===== src/rtl/mips_pkg.sv =====
// Shared MIPS core definitions: word/address types and fetch-related constants.
// Used by fetch_stage, imem and the decode stage.
package mips_pkg;

  typedef logic [31:0] word_t;
  typedef logic [31:0] addr_t;

  localparam word_t NOP_INST         = 32'h0000_0000;  // sll $0,$0,0
  localparam addr_t INST_BYTES       = 32'd4;
  localparam int    WORD_SHIFT       = 2;
  localparam addr_t DEFAULT_RESET_PC = 32'h0000_0000;

endpackage


===== src/rtl/if_id_reg.sv =====
// IF/ID pipeline register: instruction word, its PC+4 and a valid flag.
// Priority is rst > flush > load; with none asserted the contents hold.
module if_id_reg
  import mips_pkg::*;
#(
  parameter logic [31:0] NOP_INST = mips_pkg::NOP_INST
) (
  input  logic        clk,
  input  logic        rst,
  input  logic        load,
  input  logic        flush,
  input  logic [31:0] inst_in,
  input  logic [31:0] pc4_in,
  output logic        valid,
  output logic [31:0] inst,
  output logic [31:0] pc4
);

  // NOTE: sequential state is written only with non-blocking assignments so
  // every flop samples its inputs as they were before the edge.
  always_ff @(posedge clk) begin
    if (rst || flush) begin
      valid <= 1'b0;
      inst  <= NOP_INST;
      pc4   <= '0;
    end else if (load) begin
      valid <= 1'b1;
      inst  <= inst_in;
      pc4   <= pc4_in;
    end
  end

endmodule


===== src/rtl/fetch_stage.sv =====
// Instruction-fetch stage: PC register, next-PC selection (redirect > stall >
// sequential), imem word addressing and the IF/ID register.
module fetch_stage
  import mips_pkg::*;
#(
  parameter logic [31:0] RESET_PC = mips_pkg::DEFAULT_RESET_PC,
  parameter logic [31:0] NOP_INST = mips_pkg::NOP_INST
) (
  input  logic        clk,
  input  logic        rst,
  input  logic        stall,
  input  logic        redirect_valid,
  input  logic [31:0] redirect_target,
  output logic [31:0] imem_addr,
  input  logic [31:0] imem_inst,
  output logic [31:0] pc,
  output logic        if_id_valid,
  output logic [31:0] if_id_inst,
  output logic [31:0] if_id_pc4,
  output logic [31:0] fetch_count
);

  addr_t pc_next;
  addr_t pc_plus4;
  logic  load;

  assign pc_plus4  = pc + INST_BYTES;  // modulo 2^32: 0xFFFF_FFFC wraps to 0
  assign imem_addr = pc >> WORD_SHIFT;

  // A redirect squashes the wrong-path fetch, so only a clean edge loads IF/ID.
  assign load = !stall && !redirect_valid;

  // NOTE: pc_next is given a default before any branch so no path leaves it
  // unassigned, which would otherwise infer a latch.
  always_comb begin
    pc_next = pc;
    if (redirect_valid) begin
      pc_next = {redirect_target[31:2], 2'b00};
    end else if (!stall) begin
      pc_next = pc_plus4;
    end
  end

  always_ff @(posedge clk) begin
    if (rst) begin
      pc          <= {RESET_PC[31:2], 2'b00};
      fetch_count <= '0;
    end else begin
      pc <= pc_next;
      if (load) begin
        fetch_count <= fetch_count + 32'd1;
      end
    end
  end

  if_id_reg #(
    .NOP_INST (NOP_INST)
  ) u_if_id_reg (
    .clk     (clk),
    .rst     (rst),
    .load    (load),
    .flush   (redirect_valid),
    .inst_in (imem_inst),
    .pc4_in  (pc_plus4),
    .valid   (if_id_valid),
    .inst    (if_id_inst),
    .pc4     (if_id_pc4)
  );

endmodule


===== config.mk =====
export PLATFORM = sky130hd
export DESIGN_NAME = fetch_stage
export DESIGN_NICKNAME = d
export VERILOG_FILES = /design/src/rtl/mips_pkg.sv /design/src/rtl/if_id_reg.sv /design/src/rtl/fetch_stage.sv
export SDC_FILE = /design/constraint.sdc
export NUM_CORES = 1
export LEC_CHECK = 0
export CORE_MARGIN = 5
export CORE_UTILIZATION = 30
export CTS_CLUSTER_DIAMETER = 120
export CTS_CLUSTER_SIZE = 20
export DETAILED_ROUTE_END_ITERATION = 7
export DONT_BUFFER_PORTS = 1
export GPL_TIMING_DRIVEN = 1
export PLACE_DENSITY_LB_ADDON = 0.08
export REMOVE_ABC_BUFFERS = 1
export SYNTH_ARGS = -nofsm -noshare
export SYNTH_HDL_FRONTEND = slang
export SYNTH_SLANG_ARGS = --single-unit

===== constraint.sdc =====
create_clock -name clk -period 1.9 [get_ports clk]
set_input_delay 0.38 -clock clk [delete_from_list [all_inputs] [get_ports clk]]
set_output_delay 0.38 -clock clk [all_outputs]
set_load 0.01 [all_outputs]

==> results of run 1 <==
## path summary, 6_finish.rpt
| path | from | endpoint | slack [ns] | cells past startpoint |
|---|---|---|---|---|
| setup reg to reg | pc[5]$_SDFFE_PP0P_ | u_if_id_reg.pc4[31]$_SDFFE_PP0P_ | 0.07 | 6 |
| hold / removal | rst | fetch_count[25]$_SDFFE_PP0P_ | 0.04 | 1 |
| hold reg to reg | u_if_id_reg.valid$_SDFFE_PP0P_ | u_if_id_reg.valid$_SDFFE_PP0P_ | 0.52 | 2 |
| setup / recovery | pc[5]$_SDFFE_PP0P_ | u_if_id_reg.pc4[31]$_SDFFE_PP0P_ | 0.07 | 6 |
## registers in the layout, summed over array words and instances, names as in the netlist
register	cells
u_if_id_reg.pc4	30
u_if_id_reg.inst	32
u_if_id_reg.valid	1
fetch_count	32
pc	30
## layout make-up
class / count / area share
clock inverter: 11 / 0.0147
multi-input combinational: 483 / 0.424
timing repair buffer: 89 / 0.0952
sequential: 125 / 0.343
tap: 270 / 0.0462
clock buffer: 21 / 0.0657
inverter: 21 / 0.0108
## metal layers
layer,part of all wire,GRT usage
met1,0.41,0.175
met4,0.013,0.0432
met5,0.0018,0
met3,0.082,0.0682
met2,0.49,0.262
## where the power goes
part / total (mW) / leakage (nW) / internal [mW] / switching, mW
logic: 0.474 / 1.50 / 0.206 / 0.268
registers: 2.80 / 1.02 / 2.71 / 0.0911
clock network: 3.21 / 0.275 / 1.95 / 1.26
## layout by cell type (no fill, tap or decap), drive strengths merged, types with 2 or more instances in the layout
cell	Yosys	routed
xnor2	43	43
dfxtp	125	125
and3	4	4
nand4	15	15
clkinvlp	0	5
o21ai	35	35
mux2i	39	39
a21oi	46	46
nor4	17	17
nor3b	2	2
nor2b	14	14
o21a	12	12
nor3	29	29
nor2	88	88
ha	2	2
or3	8	8
or2	3	3
a211oi	6	6
nand3	28	28
clkbuf	34	21
xor2	32	32
nand4b	2	2
buf	53	89
inv	21	24
clkinv	0	2
conb	1	6
nand2	32	32
and4	8	8
a21o	2	2
or4	4	4
## critical path: stages, from the launching register on
cell	delay, ns
dfxtp_1	0.39
nand4_4	0.15
or4_4	0.61
nor4_4	0.24
buf_4	0.16
and2_4	0.12
nor3_1	0.04
## through the flow
stage | setup slack, ns | instances | util
after detailed placement | -0.0731 | 987 | 0.329
after global placement | -0.0187 | 987 | 0.329
after global routing | -0.0397 | 1020 | 0.364
final | 0.0715 | 1020 | 0.364
after floorplan | -0.648 | 629 | -
after CTS | -0.0196 | 1020 | 0.360
## logic make-up (layout without fill, tap and decap cells)
group	Yosys count	after routing	share of synthesized area
compound gates	103	103	0.0954
fa+ha+maj	2	2	0.00412
flops	125	125	0.412
other cells	1	6	0.000618
mux	39	39	0.0643
buf+inv	108	142	0.0938
xor+xnor	75	75	0.108
simple gates	258	258	0.222
## repair_timing
| action | in CTS | in global routing |
|---|---|---|
| buffers inserted | 1 | 0 |
| pin swaps | 4 | 3 |
| gates resized for setup | 9 | 12 |
| hold buffers | 0 | 0 |
| endpoints found under the setup margin | 8 | 17 |
==> out/metrics.sh, run 1 <==
FLOORPLAN.ROWS=52
YOSYS_WARNINGS=0
TRACK_USAGE=0.154
MAX_CLOCK_FREQ_GHz=0.547
PORT_BUFFERS=0
DRTPASS1ITERATIONS=4
POWER.DENSITY_CELL_AREA_mW_PER_MM2=887
CTS_ROOT_BUFFER='clkbuf_16'
SETUP.WORST_PATH.START_CLASS='register'
LEAKAGE_nW=2.79
GRT_PASS1_WL_UM=28600
DP_HPWL_UM=12700
FLOORPLAN.DIE.WIDTH_UM=152
WORST_SLEW_MARGIN_REL=0.478
FIN_CRIT_SH=0.962
POST_SYNTH_INST_COUNT=711
CTS_TREE='yes'
NETS=807
CTS.PATH.MAX_BUFFERS=2
DETAIL-ROUTE-ANTENNA-NETS=0
SYNTH-EDFF-COUNT=0
FINCLKSKEW_NS=0.0107
H-TREE-DEPTH=4
SYNTH_FLOP_CELL='dfxtp_1'
CTS_NUM_SINKS=125
REQUIRED_WORST_ENDPOINT_NS=2.19
GRT_START_MAX_NET_PINS=65
ROUTABILITYCONGESTION=0.716
CRIT_FANOUT=5
HOLD_VIOL_FINAL=0
SYN_TO_FINAL_GROWTH_PCT=20.4
ANTENNA_VIOLATIONS_BEFORE_REPAIR=2
SETUP_TNS_NS=0
SYNTH-ASYNC-RESET-RATIO=0
TOTAL_CORE_AREA_MM2=0.0201
SYN_AVG_CELL_AREA_UM2=8.54
DESIGN.PORTCOUNT=229
ROUTED_VIA_DENSITY=4.83
MULTI_INPUT_COMB_AREA_MM2=0.00310
FLOORPLAN.INITIALDENSITY=0.302
MAX_VDD_DROP_mV=0.557
YOSYSMOSTFREQUENTCELL='dfxtp_1'
GRT_PASS1_VIAS=5137
NUMBER_OF_DRC_VIOLATIONS_AFTER_DETAILED_ROUTING_ITERATION_0=199
SYNTH.AREA.TOP_CELLS='dfxtp_1, mux2i_1, xnor2_1'
SYNTH_CELL_TYPES=43
FINALPOWER_mW=6.48
REPORT.FINAL.SETUP_VIOL=0
NUM_VIAS=4929
DIE_H_UM=152
FINAL-MAX-SLEW-VIOLATION-COUNT=0
SYNTH_SEQ_AREA_SHARE=0.412
CTS_BUFFERS=17
YOSYS.AREA.TOP_TYPE='dfxtp_1'
PLACE_AREA_MM2=0.00662
POST-ROUTE-MIN-PERIOD_NS=1.83
DRV_CAP=0
AREA_OF_ALL_PLACED_CELLS_WITHOUT_FILLERS_MM2=0.00731
SETUP.WORST_PATH.CLASS='reg -> reg'
YOSYSTOPAREACELLSHARE=0.412
STATUS='complete, no violations'
SYN_AREA_MM2=0.00607
DATA_ARRIVAL_TIME_OF_THE_WORST_PATH_NS=2.12
SEQUENTIAL_CELL_AREA_MM2=0.00251
DIE_AREA_MM2=0.0232
ROUTED_WL_PER_CELL_UM=17.4
WORST_SKEW_PAIR.LATE_LATENCY_NS=0.42
YS_FF_LATCH=125
NUM_ANTENNA_CELLS=0
FILLERINSTANCES=2095
FINAL_LAYOUT_WORST_HOLD_SLACK_NS=0.0388
DRIVE_ABOVE_1_SHARE=0.199
TIGHTESTPINTRANSITION_NS=0.784
OVERFLOW_AFTER_GRT=0
SETUP.WORST_PATH.END_CLASS='register'
POST_SYNTH_MOST_FREQUENT_CELLS='dfxtp_1, nor2_1, a21oi_1'
RSZ_0062_RAISED_AFTER_GLOBAL_ROUTING='yes'
FINALWIRELENGTH_UM=17800
HOLD_CLASS='in -> reg'
CLKTRANSATPATHREGS_NS=0.06
DRC=0
No activity file was read; power rests on OpenSTA's default activity.
==> inputs of run 2 (changes only) <==
--- a/config.mk
+++ b/config.mk
@@ -7,6 +7,7 @@
 export LEC_CHECK = 0
 export CORE_MARGIN = 5
 export CORE_UTILIZATION = 30
+export CTS_BUF_LIST = sky130_fd_sc_hd__clkbuf_4 sky130_fd_sc_hd__clkbuf_8
 export CTS_CLUSTER_DIAMETER = 120
 export CTS_CLUSTER_SIZE = 20
 export DETAILED_ROUTE_END_ITERATION = 7
==> run 2 against run 1 <==
Sequential cell count stayed put. Core utilization shrank 0.70 points. Critical path depth is the same. Via count about the same. Maximum frequency fell by 0.42%. Worst hold slack better by 0.031 ns. Die area unchanged.
==> out/metrics.sh, run 2 (synthesis results as in run 1) <==
DETAIL-ROUTE-ANTENNA-NETS=0  # unchanged
DRC=0  # unchanged
FINAL_CRITICAL_PATH_SETUP_SLACK_NS=0.0638  # was 0.0715 ns
POWER_REPORT.INTERNAL_TOTAL_mW=4.11  # was 4.87 mW
DP_HPWL_UM=12700  # unchanged
CTS_TREE='yes'  # unchanged
POWER.SHARE.SEQUENTIAL=0.498  # was 0.432
FINCLKSKEW_NS=0.0106  # was 0.0107 ns
DETAILEDPLACE.WORSTSLACK_NS=-0.0731  # unchanged
CTS_NUM_SINKS=125  # unchanged
LAYOUT.CELLS.MOST_COMMON='dfxtp_1'  # unchanged
CRIT_FANOUT=6  # was 5
GRT_PASS1_VIAS=5150  # was 5,137
REQUIRED_WORST_ENDPOINT_NS=2.21  # was 2.19 ns
MIN_DELAY_WORST_ENDPOINT='pc[27]$_SDFFE_PP0P_'  # was fetch_count[25]$_SDFFE_PP0P_
WORST_SLEW_MARGIN_REL=0.448  # was 0.478
ROUTABILITYCONGESTION=0.716  # unchanged
CTS_ROOT_BUFFER='clkbuf_8'  # was clkbuf_16
CTS.PATH.MAX_BUFFERS=2  # unchanged
WORST_SKEW_PAIR.LATE_LATENCY_NS=0.43  # was 0.42 ns
HOLD_CLASS='in -> reg'  # unchanged
WORST-R2R-CELL-COUNT=6  # unchanged
POWER_FRAC_CLOCK=0.412  # was 0.495
R2R_END='u_if_id_reg.pc4[31]$_SDFFE_PP0P_'  # unchanged
SWITCHING_SHARE=0.269  # was 0.249
CLKTRANSATPATHREGS_NS=0.08  # was 0.06 ns
RSZ_0062_RAISED_AFTER_GLOBAL_ROUTING='yes'  # unchanged
TOTAL_CORE_AREA_MM2=0.0201  # unchanged
MAX_CLOCK_FREQ_GHz=0.545  # was 0.547 GHz
PLACE_AREA_MM2=0.00662  # unchanged
LARGEST_REGISTERS='fetch_count x32, u_if_id_reg.inst x32'  # unchanged
FLOORPLAN.INITIALDENSITY=0.302  # unchanged
AREA_OF_ALL_PLACED_CELLS_WITHOUT_FILLERS_MM2=0.00717  # was 0.00731 mm²
FINALWIRELENGTH_UM=18300  # was 17,800 µm
DIE_H_UM=152  # unchanged
MAX_VDD_DROP_mV=0.360  # was 0.557 mV
NETS=811  # was 807
ANTENNA_VIOLATIONS_BEFORE_REPAIR=2  # unchanged
HOLD_VIOL_FINAL=0  # unchanged
POWER.COMBINATIONAL.FRACTION=0.090  # was 0.073
MIN_DELAY_PATH_DEPTH=1  # unchanged
TIGHTESTPINTRANSITION_NS=0.825  # was 0.784 ns
SETUP_TNS_NS=0  # unchanged
OVERFLOW_AFTER_GRT=0  # unchanged
SYN_TO_FINAL_GROWTH_PCT=18.0  # was 20.4%
FINAL-MAX-SLEW-VIOLATION-COUNT=0  # unchanged
GRT_START_MAX_NET_PINS=64  # was 65
FLOORPLAN.ROWS=52  # unchanged
PORT_BUFFERS=0  # unchanged
DRTPASS1ITERATIONS=4  # unchanged
FIN_CRIT_SH=0.966  # was 0.962
GRT_PASS1_WL_UM=29300  # was 28,600 µm
DATA_ARRIVAL_TIME_OF_THE_WORST_PATH_NS=2.15  # was 2.12 ns
CRIT-REG2REG-LAUNCH='pc[17]$_SDFFE_PP0P_'  # was pc[5]$_SDFFE_PP0P_
NUMBER_OF_DRC_VIOLATIONS_AFTER_DETAILED_ROUTING_ITERATION_0=182  # was 199
FLOORPLAN.DIE.WIDTH_UM=152  # unchanged
SETUP.WORST_PATH.CLASS='reg -> reg'  # unchanged
FINALPOWER_mW=5.62  # was 6.48 mW
WORST-R2R-SETUP-SLACK_NS=0.06  # was 0.07 ns
SETUP.WORST_PATH.START_CLASS='register'  # unchanged
POWER.DENSITY_CELL_AREA_mW_PER_MM2=785  # was 887 mW/mm²
DIE_AREA_MM2=0.0232  # unchanged
NUM_VIAS=4928  # was 4,929
H-TREE-DEPTH=4  # unchanged
FILLERINSTANCES=2108  # was 2,095
ROUTED_WL_PER_CELL_UM=17.9  # was 17.4 µm
SETUP.WORST_PATH.END_CLASS='register'  # unchanged
DRIVE_ABOVE_1_SHARE=0.200  # was 0.199
DESIGN.PORTCOUNT=229  # unchanged
MOSTFREQUENTLAYOUTCELLS='dfxtp_1, nor2_1, buf_4'  # unchanged
POST-ROUTE-MIN-PERIOD_NS=1.84  # was 1.83 ns
MIN_FROM='redirect_valid'  # was rst
DRV_CAP=0  # unchanged
NETSWITCHINGPOWER_mW=1.51  # was 1.62 mW
STATUS='complete, no violations'  # unchanged
LEAKAGE_nW=2.73  # was 2.79 nW
REPORT.FINAL.SETUP_VIOL=0  # unchanged
TRACK_USAGE=0.158  # was 0.154
ROUTED_VIA_DENSITY=4.81  # was 4.83
CTS_BUFFERS=17  # unchanged
## run 2: stage by stage
step | hold slack [ns] | cells | utilization
2_1_floorplan | 0.449 | 629 | -
3_3_place_gp | 0.472 | 987 | 0.329
3_5_place_dp | 0.476 | 987 | 0.329
4_1_cts | 0.0124 | 1024 | 0.353
5_1_grt | 0.0233 | 1024 | 0.356
6_report | 0.0696 | 1025 | 0.356
## run 2: what timing repair did
item,CTS,global route
hold buffers,3,0
setup buffers,2,0
gates resized for setup,10,11
pin swaps,4,3
endpoints found under the setup margin,9,10
endpoints found under the hold margin,40,0
cloned,0,0
## run 2: power by group through the flow
| stage | Sequential (mW) | Clock [mW] | Combinational, mW |
|---|---|---|---|
| after floorplan | 2.93 | 0 | 0.231 |
| after global placement | 2.86 | 0 | 0.472 |
| after detailed placement | 2.86 | 0 | 0.476 |
| after CTS | 2.80 | 2.44 | 0.514 |
| after global routing | 2.81 | 2.52 | 0.567 |
| final | 2.80 | 2.32 | 0.508 |
## run 2: how the worst max path moves through the flow
stage / slack [ns] / to / start
global route: -0.05 / u_if_id_reg.pc4[31]$_SDFFE_PP0P_ / pc[9]$_SDFFE_PP0P_
floorplan: -0.65 / u_if_id_reg.pc4[31]$_SDFFE_PP0P_ / stall
finish: 0.06 / u_if_id_reg.pc4[31]$_SDFFE_PP0P_ / pc[17]$_SDFFE_PP0P_
CTS: -0.03 / u_if_id_reg.pc4[31]$_SDFFE_PP0P_ / pc[9]$_SDFFE_PP0P_
global placement: -0.02 / u_if_id_reg.pc4[18]$_SDFFE_PP0P_ / pc[2]$_SDFFE_PP0P_
detailed placement: -0.07 / u_if_id_reg.pc4[18]$_SDFFE_PP0P_ / pc[2]$_SDFFE_PP0P_
## run 2: worst max-delay path, stage by stage, from the launching register on
cell and delay [ns]:
dfxtp_1 0.44, nand4_1 0.17, or3_1 0.48, nor4_4 0.31, buf_4 0.16, and2_4 0.12, nor3_1 0.04
## run 2: final cells by class
type	instances	area (µm²)	area share
diodes	1	2.50	0.000349
clock buffers	21	289	0.0403
clock inverters	11	108	0.0150
inverters	21	78.8	0.0110
multi-input cells	483	3100	0.432
flip-flops and latches	125	2510	0.350
well taps	270	338	0.0471
repair buffers	93	743	0.104
## run 2: metal layers
metal | vias to the layer above | share of wire | global-route usage
met5 | - | 0.0020 | 0
met2 | 150 | 0.49 | 0.271
met3 | 21 | 0.081 | 0.0682
met1 | 2308 | 0.41 | 0.182
li1 | 2445 | - | -
met4 | 4 | 0.012 | 0.0402
==> inputs of run 3 (changes only) <==
--- a/config.mk
+++ b/config.mk
@@ -13,7 +13,7 @@
 export DETAILED_ROUTE_END_ITERATION = 7
 export DONT_BUFFER_PORTS = 1
 export GPL_TIMING_DRIVEN = 1
-export PLACE_DENSITY_LB_ADDON = 0.08
+export PLACE_DENSITY = 0.47
 export REMOVE_ABC_BUFFERS = 1
 export SYNTH_ARGS = -nofsm -noshare
 export SYNTH_HDL_FRONTEND = slang
==> run 3 against run 2 <==
Die area stayed put. Sequential cell count unchanged. Core utilization is 0.41 points higher. Critical path type unchanged. Largest cell class unchanged. Highest routed layer is now met4.
==> out/metrics.sh, run 3 (synthesis results as in run 1) <==
OVERFLOW_AFTER_GRT=0  # unchanged
DATA_ARRIVAL_TIME_OF_THE_WORST_PATH_NS=2.15  # about the same
ROUTABILITYCONGESTION=0.816  # was 0.716
TRACK_USAGE=0.153  # was 0.158
PLACE_AREA_MM2=0.00661  # was 0.00662 mm²
DIE_H_UM=152  # unchanged
CRITICAL-PATH-TOP-CELL-BY-COUNT='nor3_1'
FLOORPLAN.ROWS=52  # unchanged
WORSTPATHCELLLIST='nand4_1, buf_6, or4_1, o21a_1, nor3_1, nor3_1'  # was nand4_1, or3_1, nor4_4, buf_4, and2_4, nor3_1
WORST-PATH-STAGES=6  # unchanged
R2R_END='pc[21]$_SDFFE_PP0P_'  # was u_if_id_reg.pc4[31]$_SDFFE_PP0P_
PATH_BUF_INV=1  # unchanged
AREA_OF_ALL_PLACED_CELLS_WITHOUT_FILLERS_MM2=0.00725  # was 0.00717 mm²
WORST_SLEW_MARGIN_REL=0.484  # was 0.448
CRIT-REG2REG-LAUNCH='pc[12]$_SDFFE_PP0P_'  # was pc[17]$_SDFFE_PP0P_
DRIVE_ABOVE_1_SHARE=0.209  # was 0.200
TOTAL_CORE_AREA_MM2=0.0201  # unchanged
CTS_TREE='yes'  # unchanged
FINAL_CRITICAL_PATH_SETUP_SLACK_NS=0.0587  # was 0.0638 ns
GRT_PASS1_VIAS=5230  # was 5,150
CTS_ROOT_BUFFER='clkbuf_8'  # unchanged
LAYOUT.CELLS.MOST_COMMON='dfxtp_1'  # unchanged
LARGEST_REGISTERS='fetch_count x32, u_if_id_reg.inst x32'  # unchanged
H-TREE-DEPTH=4  # unchanged
ROUTED_VIA_DENSITY=4.91  # was 4.81
DRC=0  # unchanged
DETAIL-ROUTE-ANTENNA-NETS=0  # unchanged
DESIGN.PORTCOUNT=229  # unchanged
CRIT_FANOUT=5  # was 6
WORST-R2R-SETUP-SLACK_NS=0.06  # about the same
CPPEAKSTAGEDELAY_NS=0.65  # was 0.48 ns
CTS.PATH.MAX_BUFFERS=2  # unchanged
LEAKAGE_nW=2.77  # was 2.73 nW
CLKTRANSATPATHREGS_NS=0.08  # about the same
TIGHTESTPINTRANSITION_NS=0.773  # was 0.825 ns
FINCLKSKEW_NS=0.0100  # was 0.0106 ns
PORT_BUFFERS=0  # unchanged
DETAILEDPLACE.WORSTSLACK_NS=0.0105  # was -0.0731 ns
SETUP.WORST_PATH.END_CLASS='register'  # unchanged
PLACED_CELLS_INCL_TAPS=987  # unchanged
LAYOUT.CELLS.NON_FILLER=1032  # was 1,025
REPORT.FINAL.SETUP_VIOL=0  # unchanged
MAX_VDD_DROP_mV=0.394  # was 0.360 mV
RSZ_0062_RAISED_AFTER_GLOBAL_ROUTING='yes'  # unchanged
CRIT_END='pc[21]$_SDFFE_PP0P_'  # was u_if_id_reg.pc4[31]$_SDFFE_PP0P_
SYN_TO_FINAL_GROWTH_PCT=19.4  # was 18.0%
FINAL-MAX-SLEW-VIOLATION-COUNT=0  # unchanged
HOLD_VIOL_FINAL=0  # unchanged
FINALWIRELENGTH_UM=18000  # was 18,300 µm
CTS_BUFFERS=17  # unchanged
MAX_CLOCK_FREQ_GHz=0.543  # was 0.545 GHz
CP_LAUNCH_POINT='pc[12]$_SDFFE_PP0P_'  # was pc[17]$_SDFFE_PP0P_
WORST_SKEW_PAIR.LATE_LATENCY_NS=0.44  # was 0.43 ns
FIN_CRIT_SH=0.969  # was 0.966
HOLD_CLASS='in -> reg'  # unchanged
WORST-R2R-CELL-COUNT=6  # unchanged
MOSTFREQUENTLAYOUTCELLS='dfxtp_1, buf_4, nor2_1'  # was dfxtp_1, nor2_1, buf_4
DIE_AREA_MM2=0.0232  # unchanged
GRT_PASS1_WL_UM=28800  # was 29,300 µm
ANTENNA_VIOLATIONS_BEFORE_REPAIR=0  # was 2
DRV_CAP=0  # unchanged
DP_HPWL_UM=12500  # was 12,700 µm
POWER.DENSITY_CELL_AREA_mW_PER_MM2=802  # was 785 mW/mm²
DRTPASS1ITERATIONS=4  # unchanged
SETUP.WORST_PATH.CLASS='reg -> reg'  # unchanged
CP_TOP_FAMILY='simple AND/OR/NAND/NOR gates'  # unchanged
FLOORPLAN.INITIALDENSITY=0.302  # unchanged
MIN_DELAY_PATH_DEPTH=1  # unchanged
GRT_START_MAX_NET_PINS=64  # unchanged
STATUS='complete, no violations'  # unchanged
REQUIRED_WORST_ENDPOINT_NS=2.21  # about the same
TIMING.CRITICAL_PATH.SLOWEST_STAGE_CELL='or4_1'  # was or3_1
CTS_NUM_SINKS=125  # unchanged
FLOORPLAN.DIE.WIDTH_UM=152  # unchanged
NUMBER_OF_DRC_VIOLATIONS_AFTER_DETAILED_ROUTING_ITERATION_0=142  # was 182
SETUP.WORST_PATH.START_CLASS='register'  # unchanged
ROUTED_WL_PER_CELL_UM=17.4  # was 17.9 µm
NUM_ANTENNA_CELLS=0  # was 1
NUM_VIAS=5072  # was 4,928
POST-ROUTE-MIN-PERIOD_NS=1.84  # about the same
NETS=819  # was 811
-- run 3: cell count changes in the layout (fill, tap and decap cells not counted), sizes merged --
cell / previous run / this run
clkinv: 2 / 3
dlygate4sd3: 2 / 8
clkinvlp: 5 / 4
clkbuf: 21 / 22
inv: 24 / 21
diode: 1 / 0
buf: 91 / 93
bufinv: 1 / 3
-- run 3: through the flow --
stage	utilization	power (mW)	setup TNS, ns	hold WS [ns]
finish	0.361	5.82	0	0.0730
global route	0.361	6.10	-0.187	0.0268
CTS	0.357	5.91	-0.0167	0.0103
detailed placement	0.329	3.33	0	0.475
global placement	0.329	3.32	0	0.473
floorplan	-	3.16	-22.02	0.449
-- run 3: final cells by class --
class / instances / area [µm²]
clock buffers: 22 / 284
clock inverters: 10 / 139
fillers: 2064 / 12900
inverters: 21 / 78.8
multi-input cells: 483 / 3090
flip-flops and latches: 125 / 2510
well taps: 270 / 338
repair buffers: 101 / 806
-- run 3: report_power, final --
group | switching (mW) | internal (mW) | total (mW) | leakage (nW)
combinational | 0.291 | 0.218 | 0.509 | 1.54
clock | 1.10 | 1.41 | 2.50 | 0.205
sequential | 0.0922 | 2.71 | 2.80 | 1.02
total | 1.48 | 4.34 | 5.82 | 2.77
-- run 3: timing repair --
item                       CTS  global route
pin swaps                    4             7
setup endpoints to repair    1            16
hold buffers                 9             0
resized for setup            8            17
hold endpoints to repair    45             0
buffers inserted             3             1
-- run 3: how the worst min path moves through the flow --
stage,end,slack [ns],start
floorplan,pc[31]$_SDFFE_PP0P_,0.45,rst
finish,pc[15]$_SDFFE_PP0P_,0.07,redirect_valid
global placement,fetch_count[14]$_SDFFE_PP0P_,0.47,rst
global route,u_if_id_reg.valid$_SDFFE_PP0P_,0.03,stall
detailed placement,fetch_count[26]$_SDFFE_PP0P_,0.47,rst
CTS,u_if_id_reg.valid$_SDFFE_PP0P_,0.01,stall
-- run 3: layer usage --
metal / GRT usage / vias to the layer above / part of all wire / routed length, µm
met3: 0.0699 / 41 / 0.088 / 1590
met2: 0.255 / 188 / 0.47 / 8440
li1: - / 2456 / - / -
met1: 0.176 / 2387 / 0.42 / 7520
met5: 0 / - / 0 / 0
met4: 0.0509 / 0 / 0.026 / 462
